===== src/rtl/dm_arbiter_if.sv =====
// Request/response bundle for one data-memory master port.
// master: drives req/we/be/addr/wdata and receives rdata/ack.
// slave: the arbiter side of the same signals.
interface dm_arbiter_if;
    logic        req;
    logic        we;
    logic [3:0]  be;
    logic [31:0] addr;
    logic [31:0] wdata;
    logic [31:0] rdata;
    logic        ack;

    modport master (output req, we, be, addr, wdata, input rdata, ack);
    modport slave  (input req, we, be, addr, wdata, output rdata, ack);
endinterface


===== src/rtl/dm_arbiter.sv =====
// Round-robin arbiter/sequencer for the word-wide DM; partial stores become read-modify-write.
// Latency: ack 2 cycles after the sampling edge (read/full/be=0 write), 3 cycles for partial writes.
// Backpressure: one request in flight; the loser holds req until its own ack; one IDLE cycle after each DONE.
// Ports: clk, reset (async, active-high); m0/m1 master ports (dm_arbiter_if.slave);
//        dm_memwrite/dm_addr/dm_din to DM, dm_dout combinational read data from DM.
module dm_arbiter (
    input  logic          clk,
    input  logic          reset,
    dm_arbiter_if.slave   m0,
    dm_arbiter_if.slave   m1,
    output logic          dm_memwrite,
    output logic [31:0]   dm_addr,
    output logic [31:0]   dm_din,
    input  logic [31:0]   dm_dout
);

    typedef enum logic [1:0] {IDLE, ACCESS, MERGE, DONE} state_t;

    state_t      state, state_nxt;
    logic        gnt;
    logic        last_grant;
    logic        l_we;
    logic [3:0]  l_be;
    logic [31:0] l_addr;
    logic [31:0] l_wdata;
    logic [31:0] merge_q;
    logic [31:0] merged;
    logic [31:0] rdata0, rdata1;
    logic        win;
    logic        rd_upd;
    logic [31:0] rd_val;
    logic        ack0, ack1;
    logic [31:0] word_addr;

    // On a tie the master not granted last time wins; a lone requester always wins.
    assign win = (m0.req && m1.req) ? ~last_grant : m1.req;

    // Byte-lane merge of latched write data over the word read in ACCESS.
    always_comb begin
        merged = merge_q;
        for (int i = 0; i < 4; i++) begin
            if (l_be[i]) merged[8*i +: 8] = l_wdata[8*i +: 8];
        end
    end

    // DM is word-indexed: the byte offset is masked off.
    assign word_addr = l_addr & 32'hFFFF_FFFC;

    always_comb begin
        state_nxt   = state;
        dm_memwrite = 1'b0;
        dm_addr     = 32'h0;
        dm_din      = 32'h0;
        rd_upd      = 1'b0;
        rd_val      = 32'h0;
        ack0        = 1'b0;
        ack1        = 1'b0;
        case (state)
            IDLE: begin
                if (m0.req || m1.req) state_nxt = ACCESS;
            end
            ACCESS: begin
                dm_addr = word_addr;
                if (!l_we || (l_be == 4'h0)) begin
                    rd_upd    = 1'b1;
                    rd_val    = dm_dout;
                    state_nxt = DONE;
                end else if (l_be == 4'hF) begin
                    dm_memwrite = 1'b1;
                    dm_din      = l_wdata;
                    rd_upd      = 1'b1;
                    rd_val      = l_wdata;
                    state_nxt   = DONE;
                end else begin
                    state_nxt = MERGE;
                end
            end
            MERGE: begin
                dm_addr     = word_addr;
                dm_memwrite = 1'b1;
                dm_din      = merged;
                rd_upd      = 1'b1;
                rd_val      = merged;
                state_nxt   = DONE;
            end
            DONE: begin
                ack0      = ~gnt;
                ack1      = gnt;
                state_nxt = IDLE;
            end
            default: state_nxt = IDLE;
        endcase
    end

    always_ff @(posedge clk or posedge reset) begin
        if (reset) begin
            state      <= IDLE;
            gnt        <= 1'b0;
            last_grant <= 1'b1;
            l_we       <= 1'b0;
            l_be       <= 4'h0;
            l_addr     <= 32'h0;
            l_wdata    <= 32'h0;
            merge_q    <= 32'h0;
            rdata0     <= 32'h0;
            rdata1     <= 32'h0;
        end else begin
            state <= state_nxt;
            if (state == IDLE && (m0.req || m1.req)) begin
                gnt        <= win;
                last_grant <= win;
                l_we       <= win ? m1.we    : m0.we;
                l_be       <= win ? m1.be    : m0.be;
                l_addr     <= win ? m1.addr  : m0.addr;
                l_wdata    <= win ? m1.wdata : m0.wdata;
            end
            if (state == ACCESS) merge_q <= dm_dout;
            if (rd_upd) begin
                if (gnt) rdata1 <= rd_val;
                else     rdata0 <= rd_val;
            end
        end
    end

    assign m0.rdata = rdata0;
    assign m1.rdata = rdata1;
    assign m0.ack   = ack0;
    assign m1.ack   = ack1;

endmodule

===== src/flat_wrapper.sv =====
// flat-port wrapper written by rule: the top's interface ports become plain ports
module dm_arbiter_flat 
  (clk, reset, dm_memwrite, dm_addr, dm_din, dm_dout, m0_req, m0_we, m0_be, m0_addr, m0_wdata, m0_rdata, m0_ack, m1_req, m1_we, m1_be, m1_addr, m1_wdata, m1_rdata, m1_ack);
  dm_arbiter_if m0_i ();
  dm_arbiter_if m1_i ();
  input  logic clk;
  input  logic reset;
  output logic dm_memwrite;
  output logic [31:0] dm_addr;
  output logic [31:0] dm_din;
  input  logic [31:0] dm_dout;
  input wire logic [$bits(m0_i.req)-1:0] m0_req;
  input wire logic [$bits(m0_i.we)-1:0] m0_we;
  input wire logic [$bits(m0_i.be)-1:0] m0_be;
  input wire logic [$bits(m0_i.addr)-1:0] m0_addr;
  input wire logic [$bits(m0_i.wdata)-1:0] m0_wdata;
  output wire logic [$bits(m0_i.rdata)-1:0] m0_rdata;
  output wire logic [$bits(m0_i.ack)-1:0] m0_ack;
  input wire logic [$bits(m1_i.req)-1:0] m1_req;
  input wire logic [$bits(m1_i.we)-1:0] m1_we;
  input wire logic [$bits(m1_i.be)-1:0] m1_be;
  input wire logic [$bits(m1_i.addr)-1:0] m1_addr;
  input wire logic [$bits(m1_i.wdata)-1:0] m1_wdata;
  output wire logic [$bits(m1_i.rdata)-1:0] m1_rdata;
  output wire logic [$bits(m1_i.ack)-1:0] m1_ack;
  assign m0_i.req = m0_req;
  assign m0_i.we = m0_we;
  assign m0_i.be = m0_be;
  assign m0_i.addr = m0_addr;
  assign m0_i.wdata = m0_wdata;
  assign m0_rdata = m0_i.rdata;
  assign m0_ack = m0_i.ack;
  assign m1_i.req = m1_req;
  assign m1_i.we = m1_we;
  assign m1_i.be = m1_be;
  assign m1_i.addr = m1_addr;
  assign m1_i.wdata = m1_wdata;
  assign m1_rdata = m1_i.rdata;
  assign m1_ack = m1_i.ack;
  dm_arbiter u_core (.clk(clk), .reset(reset), .m0(m0_i), .m1(m1_i), .dm_memwrite(dm_memwrite), .dm_addr(dm_addr), .dm_din(dm_din), .dm_dout(dm_dout));
endmodule

===== config.mk =====
export PLATFORM = sky130hd
export DESIGN_NAME = dm_arbiter_flat
export DESIGN_NICKNAME = d
export VERILOG_FILES = /design/src/rtl/dm_arbiter_if.sv /design/src/rtl/dm_arbiter.sv /design/src/flat_wrapper.sv
export SDC_FILE = /design/constraint.sdc
export NUM_CORES = 1
export LEC_CHECK = 0
export BUFFER_PORTS_ARGS = -buffer_cell sky130_fd_sc_hd__clkbuf_2
export CORE_MARGIN = 3
export CORE_UTILIZATION = 45
export CTS_BUF_LIST = sky130_fd_sc_hd__clkbuf_16
export DETAILED_ROUTE_END_ITERATION = 6
export GPL_ROUTABILITY_DRIVEN = 0
export PLACE_DENSITY = 0.74
export SLEW_MARGIN = 40
export SYNTH_ARGS = -nofsm -noshare
export SYNTH_HDL_FRONTEND = slang
export SYNTH_SLANG_ARGS = --single-unit

===== constraint.sdc =====
create_clock -name clk -period 5.4 [get_ports clk]
set_clock_uncertainty 0.1 [all_clocks]
set_input_delay 0.54 -clock clk [delete_from_list [all_inputs] [get_ports clk]]
set_output_delay 0.54 -clock clk [all_outputs]
set_load 0.005 [all_outputs]

==> metrics, run 1 <==
area grow syn2layout 26.8%; core area approximately 17,000 µm²; worst slew margin relative to its limit 54.5%; Yosys warnings 0; CP Data Required Time roughly 4.8 ns; total number of H-tree levels 4; Layout Cells excl Fill 1,259; DRC viols 0; fin. max-slew vios 0; share of synthesized registers carrying an async set or reset between 90% and 100%; multi-input logic area 3480 µm²; worst min-delay path category in -> async; initial antenna violation count 0; crit path kind reg -> out; Clock Path Buffers 2; max cap viols 0; global-route wire length before repair roughly 33,000 µm; CTS Hold Bufs 0; reg2reg path depth 8; Final min period 3.52 ns; switch share a little under 40%; clock group share of total power a little under 20%; Final Setup Violations 0; Rows 48; Yosys reg bits around 170; Primary FF master, synth dfrtp_1; gr usage total about a fifth; vias in the first global route roughly 6,400; cell mode on critical path buf_4; antenna viol nets, final 0; Internal roughly 0.0035 W; most common cell after layout, fill and taps aside clkbuf_2; total net switching power roughly 0.0023 W; Worst setup EP type output pin; Seq. cell area roughly 4200 µm²; Gate power share 43.7%; largest cells by area after synthesis dfrtp_1 51%, mux2_4 8.9%, mux2i_1 8.5%; sequential power share a little over a third; Mapped Area around 8100 µm²; most frequent cells in the layout 298 x clkbuf_2, 166 x dfrtp_1, 102 x nand2_1; Port-buffer cells 298; Via density between 5 and 6; final instance area between 10,000 and 15,000 µm²; CP Max Fanout 67; power per cell area approximately 560 nW/µm²; Slowest cell on crit path buf_4; # IOs approximately 300; Distinct cells, synth 35; unrepaired setup endpoints after global routing no; Yosys top cell area share between 50 and 60%; syn_area_per_cell 10.7 µm²; number of synthesized flops with an enable pin 0; Die Footprint between 15,000 and 20,000 µm²; Fin. Hold Viols 0; worst vdd ir ~0.26 mV; WL final about 21,000 µm; placed cell count around 1,200; Worst R2R Setup Slack between 2 and 2.5 ns; cell family with most CP delay buffers and inverters; Pre-antenna DRT Iters 4; Initial Util 46.4%; Tcrit/Tclk final about two thirds; Mapped Cells 752; Seq/Total Area, Yosys between 50 and 60%; CTS sink cnt around 170; final total power 0.00574 W; WP depth 8; clk_lat worst skew 0.41 ns; Fillers 1,502; post-cts resize count 0; startpoint class of the critical path flop; Slew @ Worst Pin around 0.7 ns; CTS tree done; Critical Path Start u_core.state[1]; antenna cells 0; routed wire length per instance ~17 µm; WP data arrival 2.88 ns; root buffer cell clkbuf_16; dpl ws approximately 2.3 ns; setup bufs post-CTS 0; DP Wirelength 15,100 µm; Final TNS setup 0 ns; Final WS setup between 1.5 and 2 ns; CTS Buf Count 17; largest net degree at the start of global routing 95; area leader, netlist dfrtp_1; Bufs and invs on worst path 4; via count around 6,400; Critical Path, Cell by Cell inv_1 > ha_2 > buf_4 > and3_1 > a22oi_4 > buf_4 > nor2_1 > clkbuf_2; placed inst area about 9700 µm²; First DRT Iteration DRCs around 250; Chip Width between 100 and 150 µm; die height approximately 140 µm; Worst path max stage delay approximately 0.53 ns; outcome finished clean; fmax ~280 MHz; nets@finish approximately 1,200; layout cells sized above 1 between 30% and 40%; leak pwr around 5.5 nW; Crit Reg-Reg Startpoint u_core.state[1]; GRT overflow 0; Reg clk slew, reported paths roughly 0.070 ns
==> logic make-up (layout without fill, tap and decap cells) <==
group | count (synthesis) | in the layout | synth area share, %
AO/OA/AOI/OAI | 173 | 173 | 12.8
adder cells (fa/ha/maj) | 4 | 4 | 0.620
buffers and inverters | 98 | 379 | 5.59
flip-flops | 167 | 167 | 51.7
multiplexers | 133 | 133 | 19.7
other | 1 | 2 | 0.0464
AND/OR/NAND/NOR | 176 | 176 | 9.48
==> flip-flops by register name, summed over array words and instances (netlist names) <==
name	count
u_core.gnt	1
u_core.l_addr	30
u_core.l_be	4
u_core.l_wdata	32
u_core.l_we	1
u_core.last_grant	1
u_core.m0.rdata	32
u_core.m1.rdata	32
u_core.merge_q	32
u_core.state	2
==> metrics by stage <==
stage	hold WS [ns]	util, %
finish	0.0602	58.8
global route	0.103	58.8
CTS	0.0697	58.8
detailed placement	0.362	55.6
global placement	0.353	55.5
floorplan	0.342	-
==> cells in the mapped netlist, types with 2 or more instances <==
cell	instances
buf_6	6
and2_1	31
inv_1	38
a31oi_1	2
buf_4	5
mux2_2	15
buf_1	4
mux2_4	48
o211ai_4	2
ha_1	4
o22ai_1	62
and3_1	2
mux2i_1	69
dfrtp_1	166
buf_2	13
clkbuf_1	31
nor2b_1	5
o21ai_0	99
nand2_1	102
nor2_1	32
a21boi_0	2
==> layer usage <==
layer	part of all wire [%]	vias to the layer above	routed length, µm	track usage [%]
li1	-	3133	-	-
met1	42	3035	8830	27.0
met2	50	238	10500	36.2
met3	5.9	37	1240	4.27
met4	2.2	0	468	7.85
met5	0	-	0	0
==> worst paths after layout <==
| kind | endpoint |
|---|---|
| setup / recovery | dm_din[5] |
| hold / removal | u_core.m0.rdata[25] |
| setup reg to reg | u_core.m1.rdata[0] |
| hold reg to reg | u_core.l_addr[10] |
| max in group asynchronous | u_core.merge_q[12] |
| min in group clk | u_core.merge_q[26] |
==> cell type report <==
cell class / count / share of cell area (%)
timing repair buffer: 310 / 15.7
clock buffer: 17 / 4.15
sequential: 167 / 40.8
clock inverter: 14 / 1.23
multi-input combinational: 488 / 33.9
inverter: 38 / 1.44
tap: 225 / 2.75
==> power groups by stage <==
stage	clock, W	combinational [W]	sequential (W)
floorplan	0	0.00178	0.00199
global placement	0	0.00247	0.00208
detailed placement	0	0.00253	0.00211
CTS	0.00117	0.00254	0.00209
global route	0.00122	0.00278	0.00216
finish	0.00114	0.00250	0.00209
(Power assumes the default switching activity.)
==> run 2: changes to the inputs <==
ABC_AREA = 1   (was unset)
CORE_UTILIZATION = 46   (was 45)
clock period = 3.17 ns   (was 5.4 ns; I/O delays follow)
==> run 2 against run 1 <==
Largest cell class unchanged; non-clock buffer count increased by 6; highest routed layer unchanged; critical path type unchanged; utilization about the same; synthesized cell count increased by 65%; clock power increased by 77%.
==> metrics, run 2 <==
outcome finished clean (unchanged); Fillers 1,741 (was 1,502); share of synthesized registers carrying an async set or reset 100% (unchanged); total number of H-tree levels 4 (unchanged); fmax 374 MHz; CP Max Fanout 124 (was 67); Primary FF master, synth dfrtp_1 (unchanged); Final TNS setup 0 ns (unchanged); CTS Buf Count 17 (unchanged); Pre-antenna DRT Iters 5 (was 4); Endpoint, Worst Hold u_core.merge_q[31]; Clock Path Buffers 2 (unchanged); Critical Path, Cell by Cell inv_1 > ha_4 > buf_12 > nand2_1 > inv_1 > nand4_1 > nand2_1 > nand2_1 > inv_1 > clkbuf_2 (was inv_1 > ha_2 > buf_4 > and3_1 > a22oi_4 > buf_4 > nor2_1 > clkbuf_2); routed wire length per instance 15.0 µm (was 16.7 µm); total net switching power 0.00502 W (was 0.00226 W); Rows 50 (was 48); antenna viol nets, final 0 (unchanged); Worst path max stage delay 0.42 ns (was 0.53 ns); switch share 45.4% (was 39.4%); worst min-delay path category in -> reg (was in -> async); Reg clk slew, reported paths 0.07 ns (about the same); Crit Reg-Reg Startpoint u_core.state[0] (was u_core.state[1]); placed inst area 10,500 µm² (was 9690 µm²); setup bufs post-CTS 0 (unchanged); Seq. cell area 4180 µm² (unchanged); CTS Hold Bufs 1 (was 0); Yosys reg bits 167 (unchanged); fin. max-slew vios 0 (unchanged); final instance area 11,000 µm² (was 10,200 µm²); max cap viols 0 (unchanged); DRC viols 0 (unchanged); Fin. Hold Viols 0 (unchanged); root buffer cell clkbuf_16 (unchanged); Distinct cells, synth 24 (was 35); Min-Delay Path Depth 3; startpoint class of the critical path flop (unchanged); Seq/Total Area, Yosys 47.4% (was 51.7%); clk_lat worst skew 0.42 ns (was 0.41 ns); Yosys warnings 0 (unchanged); multi-input logic area 3730 µm² (was 3480 µm²); Die Footprint 20,900 µm² (was 19,600 µm²); GRT overflow 0 (unchanged); Mapped Cells 1,238 (was 752); post-cts resize count 0 (unchanged); Synth top cells by count 518 x nand2_1, 166 x dfrtp_1, 138 x inv_1 (was 166 x dfrtp_1, 102 x nand2_1, 99 x o21ai_0); gr usage total 24.5% (was 21.3%); largest net degree at the start of global routing 125 (was 95); Final min period 2.68 ns; power per cell area 1000 nW/µm² (was 560 nW/µm²); unrepaired setup endpoints after global routing no (unchanged); reg2reg path depth 9 (was 8); largest cells by area after synthesis dfrtp_1 47%, nand2_1 22%, inv_1 5.9% (was dfrtp_1 51%, mux2_4 8.9%, mux2i_1 8.5%); Port-buffer cells 298 (unchanged); most frequent cells in the layout 517 x nand2_1, 298 x clkbuf_2, 166 x dfrtp_1 (was 298 x clkbuf_2, 166 x dfrtp_1, 102 x nand2_1); DP Wirelength 18,500 µm (was 15,100 µm); layout cells sized above 1 24.1% (was 39.8%); Final Setup Violations 0 (unchanged); area leader, netlist dfrtp_1 (unchanged); Chip Width 144 µm (was 140 µm); vias in the first global route 8,175 (was 6,420); sequential power share 33.3% (was 36.4%); WL final 26,100 µm (was 21,000 µm); hold_ws 0.0184 ns (was 0.0602 ns); clock group share of total power 18.3% (was 19.9%); CTS tree done (unchanged); First DRT Iteration DRCs 660 (was 245); Yosys top cell area share 47.1% (was 51.4%); worst vdd ir 0.732 mV (was 0.263 mV); hold_sp dm_dout[31]; Internal 0.00603 W (was 0.00347 W); CTS sink cnt 167 (unchanged); area grow syn2layout 25.3% (was 26.8%); number of synthesized flops with an enable pin 0 (unchanged); WP data arrival 2.26 ns (was 2.88 ns); Tcrit/Tclk final between 80% and 90%; placed cell count 1,702 (was 1,228); worst slew margin relative to its limit 54.3% (was 54.5%); Slowest cell on crit path dfrtp_1 (was buf_4); Final WS setup 0.495 ns (was 1.88 ns); Worst setup EP type output pin (unchanged); dpl ws 0.784 ns (was 2.34 ns); crit path kind reg -> out (unchanged); die height 144 µm (was 140 µm); core area 18,800 µm² (was 17,400 µm²); antenna cells 0 (unchanged); syn_area_per_cell 7.12 µm² (was 10.7 µm²); initial antenna violation count 0 (unchanged); leak pwr 6.63 nW (was 5.47 nW); global-route wire length before repair 40,900 µm (was 33,400 µm); Slew @ Worst Pin 0.686 ns (was 0.682 ns); Mapped Area 8820 µm² (was 8080 µm²); Gate power share 48.4% (was 43.7%); nets@finish 1,666 (was 1,200); Initial Util 47.0% (was 46.4%); # IOs 305 (unchanged); Layout Cells excl Fill 1,735 (was 1,259); most common cell after layout, fill and taps aside nand2_1 (was clkbuf_2); Via density 5.11 (was 5.12); count leader, synth nand2_1 (was dfrtp_1); via count 8,871 (was 6,443); Worst R2R Setup Slack 0.72 ns (was 2.44 ns); CP Data Required Time 2.75 ns (was 4.76 ns); reg2reg end u_core.m0.rdata[1] (was u_core.m1.rdata[0])
==> run 2: cell types whose count changed after synthesis, sizes merged, moves of 34 or more <==
cell   before  now
o22ai      62    5
mux2       64    0
nand2     102  520
nor2       32   75
inv        38  141
nand4       1   62
a21oi       1   35
a31oi       2   62
mux2i      69    0
==> run 2: power by group through the flow <==
stage | combinational [W] | sequential [W] | clock [W]
after floorplan | 0.00358 | 0.00351 | 0
after global placement | 0.00526 | 0.00368 | 0
after detailed placement | 0.00536 | 0.00370 | 0
after CTS | 0.00538 | 0.00368 | 0.00205
after global routing | 0.00607 | 0.00379 | 0.00213
final | 0.00534 | 0.00368 | 0.00202
==> run 2: metal layers <==
metal  track usage (%)  part of all wire [%]
met5                 0                     0
met4              6.77                   1.4
met3              4.99                   7.7
met2              39.4                    47
met1              33.9                    44
==> run 2: cells by family (layout without fill, tap and decap cells) <==
logic type	after synthesis	in the layout	synth area share (%)
compound gates	174	174	10.8
fa+ha+maj	4	4	0.568
buf+inv	228	490	10.8
flops	167	167	47.4
other cells	1	2	0.0425
simple gates	664	664	30.4
==> run 2: area by class of cell <==
type,count,share of cell area (%)
clock buffers,17,3.85
clock inverters,15,1.30
inverters,142,4.88
multi-input cells,844,33.7
flip-flops and latches,167,37.8
well taps,234,2.65
repair buffers,316,15.7
==> run 2: critical path, delay by kind of cell (launching register included) <==
kind / cells / cell delay (ns)
AND/OR/NAND/NOR: 4 / 0.38
flip-flops: 1 / 0.42
adder cells (fa/ha/maj): 1 / 0.20
buffers and inverters: 5 / 0.81
==> run 2: how the worst max path moves through the flow <==
stage / start / to / slack [ns] / cells after the start
floorplan: reset / u_core.gnt / 0.63 / 1
global placement: u_core.state[0] / u_core.m0.rdata[15] / 0.84 / 9
detailed placement: u_core.state[0] / u_core.m0.rdata[4] / 0.78 / 9
CTS: u_core.state[1] / dm_din[2] / 0.52 / 10
global route: u_core.state[1] / dm_din[18] / 0.30 / 10
finish: u_core.state[1] / dm_din[15] / 0.49 / 10
==> run 2: metrics by stage <==
| step | power, W | util (%) |
|---|---|---|
| 6_report | 0.0110 | 58.8 |
| 5_1_grt | 0.0120 | 58.8 |
| 4_1_cts | 0.0111 | 58.8 |
| 3_5_place_dp | 0.00906 | 55.8 |
| 3_3_place_gp | 0.00894 | 55.6 |
| 2_1_floorplan | 0.00709 | - |
==> run 3: changes to the inputs <==
CORE_UTILIZATION = 51   (was 46)
PLACE_DENSITY = 0.78   (was 0.74)
clock period = 2.6 ns   (was 3.17 ns; I/O delays follow)
==> run 3 against run 2 <==
Final cell count rose by 8.8%; via count grew 13%; sequential power rose by 23%; critical path type is now reg -> reg; clock power grew 29%; worst setup slack worse by 0.39 ns; die area shrank 9.4%; largest cell class unchanged; critical path depth fell by 2; critical endpoint is now u_core.l_wdata[5]; register-to-register slack lost 0.61 ns; largest power group unchanged; highest routed layer unchanged; sequential share of layout area fell by 4.8 points.
==> metrics, run 3 (same netlist as run 2, synthesis figures left out) <==
clk_lat worst skew 0.42 ns (about the same); Slowest cell on crit path dlygate4sd3_1 (was dfrtp_1); Die Footprint 18,900 µm² (was 20,900 µm²); layout cells sized above 1 22.4% (was 24.1%); most frequent cells in the layout 517 x nand2_1, 298 x clkbuf_2, 166 x dfrtp_1 (unchanged); Bufs and invs on worst path 4 (was 5); dpl ws 0.494 ns (was 0.784 ns); DP Wirelength 18,700 µm (was 18,500 µm); largest net degree at the start of global routing 140 (was 125); crit path kind reg -> reg (was reg -> out); worst vdd ir 0.691 mV (was 0.732 mV); outcome finished clean (unchanged); core area 16,800 µm² (was 18,800 µm²); CTS tree done (unchanged); hold_sp dm_dout[2] (was dm_dout[31]); Final Setup Violations 0 (unchanged); Fin. Hold Viols 0 (unchanged); fin. max-slew vios 0 (unchanged); power per cell area 1200 nW/µm² (was 1000 nW/µm²); Reg clk slew, reported paths 0.06 ns (was 0.07 ns); # IOs 305 (unchanged); nets@finish 1,831 (was 1,666); Rows 47 (was 50); GRT overflow 0 (unchanged); worst slew margin relative to its limit 46.0% (was 54.3%); Clock Path Buffers 2 (unchanged); most common cell after layout, fill and taps aside nand2_1 (unchanged); fmax roughly 400 MHz; startpoint class of the critical path flop (unchanged); routed wire length per instance 16.1 µm (was 15.0 µm); CTS Buf Count 17 (unchanged); antenna viol nets, final 0 (unchanged); Critical Path, Cell by Cell inv_1 > ha_4 > inv_1 > nor2_4 > buf_4 > nor2_1 > a31oi_1 > dlygate4sd3_1 (was inv_1 > ha_4 > buf_12 > nand2_1 > inv_1 > nand4_1 > nand2_1 > nand2_1 > inv_1 > clkbuf_2); WP data arrival 2.74 ns (was 2.26 ns); max cap viols 0 (unchanged); cell mode on critical path inv_1; vias in the first global route 9,357 (was 8,175); placed cell count 1,695 (was 1,702); leak pwr 7.31 nW (was 6.63 nW); Slew @ Worst Pin 0.810 ns (was 0.686 ns); Worst path max stage delay 0.63 ns (was 0.42 ns); via count 9,989 (was 8,871); Port-buffer cells 298 (unchanged); Chip Width 137 µm (was 144 µm); total number of H-tree levels 4 (unchanged); Crit Reg-Reg Startpoint u_core.state[1] (was u_core.state[0]); die height 137 µm (was 144 µm); Final WS setup 0.109 ns (was 0.495 ns); gr usage total 31.4% (was 24.5%); Initial Util 52.6% (was 47.0%); Layout Cells excl Fill 1,888 (was 1,735); CP Max Fanout 22 (was 124); cell family with most CP delay buffers and inverters (unchanged); WL final 30,500 µm (was 26,100 µm); Tcrit/Tclk final roughly 96%; worst min-delay path category in -> reg (unchanged); CTS sink cnt 167 (unchanged); final total power 0.0152 W (was 0.0110 W); Via density 5.29 (was 5.11); area grow syn2layout 43.6% (was 25.3%); DRC viols 0 (unchanged); Pre-antenna DRT Iters 6 (was 5); Worst setup EP type flop (was output pin); root buffer cell clkbuf_16 (unchanged); initial antenna violation count 2 (was 0); global-route wire length before repair 46,900 µm (was 40,900 µm); Final min period 2.49 ns; CP Data Required Time 2.85 ns (was 2.75 ns); First DRT Iteration DRCs 809 (was 660); Critical Path Start u_core.state[1] (unchanged)
## run 3: changes by cell type in the layout (fill, tap and decap cells not counted), moves of 2 or more
cell	change
buf_12	-3
buf_4	+14
bufinv_16	+2
diode_2	+2
dlygate4sd3_1	+152
inv_2	+2
inv_8	-2
## run 3: per-stage QoR
stage               hold WS, ns  utilization, %  setup TNS [ns]  cell area (µm²)
finish                   0.0127            75.5               0            12700
global placement          0.293            62.4               0            10500
global route             0.0279            75.5         -0.0135            12700
CTS                  0.00000305            75.1               0            12600
floorplan                 0.277               -               0             8820
detailed placement        0.302            62.4               0            10500
## run 3: worst paths after layout
path                                 endpoint  slack (ns)  cells past startpoint
hold / removal              u_core.merge_q[2]        0.01                      3
setup / recovery            u_core.l_wdata[5]        0.11                      8
hold reg to reg            u_core.m0.rdata[5]        0.38                      2
setup reg to reg            u_core.l_wdata[5]        0.11                      8
max in group asynchronous  u_core.merge_q[10]        1.29                      4
min in group asynchronous   u_core.l_addr[14]        0.40                      4
## run 3: area by class of cell
cell class              instances  area, µm²
flip-flops and latches        167       4180
fillers                      1211       4100
multi-input cells             845       3730
repair buffers                480       3330
inverters                     142        537
clock buffers                  17        425
well taps                     220        275
clock inverters                15        178
diodes                          2       5.00
## run 3: metal layers
metal / routed length (µm) / global-route usage [%] / share of wire, % / up-vias
met5: 0 / 0 / 0 / -
met4: 829 / 11.2 / 2.7 / 0
met3: 2870 / 6.90 / 9.4 / 81
met2: 14800 / 51.6 / 49 / 566
met1: 11900 / 41.0 / 39 / 4604
li1: - / - / - / 4738
## run 3: report_power, final
group,internal (W),switching [W]
registers,0.00374,0.000790
clock network,0.00152,0.00108
logic,0.00331,0.00472
total,0.00857,0.00659
## run 3: repair_timing
item	CTS	global route
hold buffers	153	0
buffers inserted	0	4
endpoints found under the setup margin	0	82
resized for setup	0	2
hold endpoints to repair	123	0
## run 3: worst register-to-register path, cell delays in order (launching register included)
cell	delay, ns
dfrtp_1	0.41
inv_1	0.16
ha_4	0.17
inv_1	0.10
nor2_4	0.25
buf_4	0.31
nor2_1	0.07
a31oi_1	0.21
dlygate4sd3_1	0.63
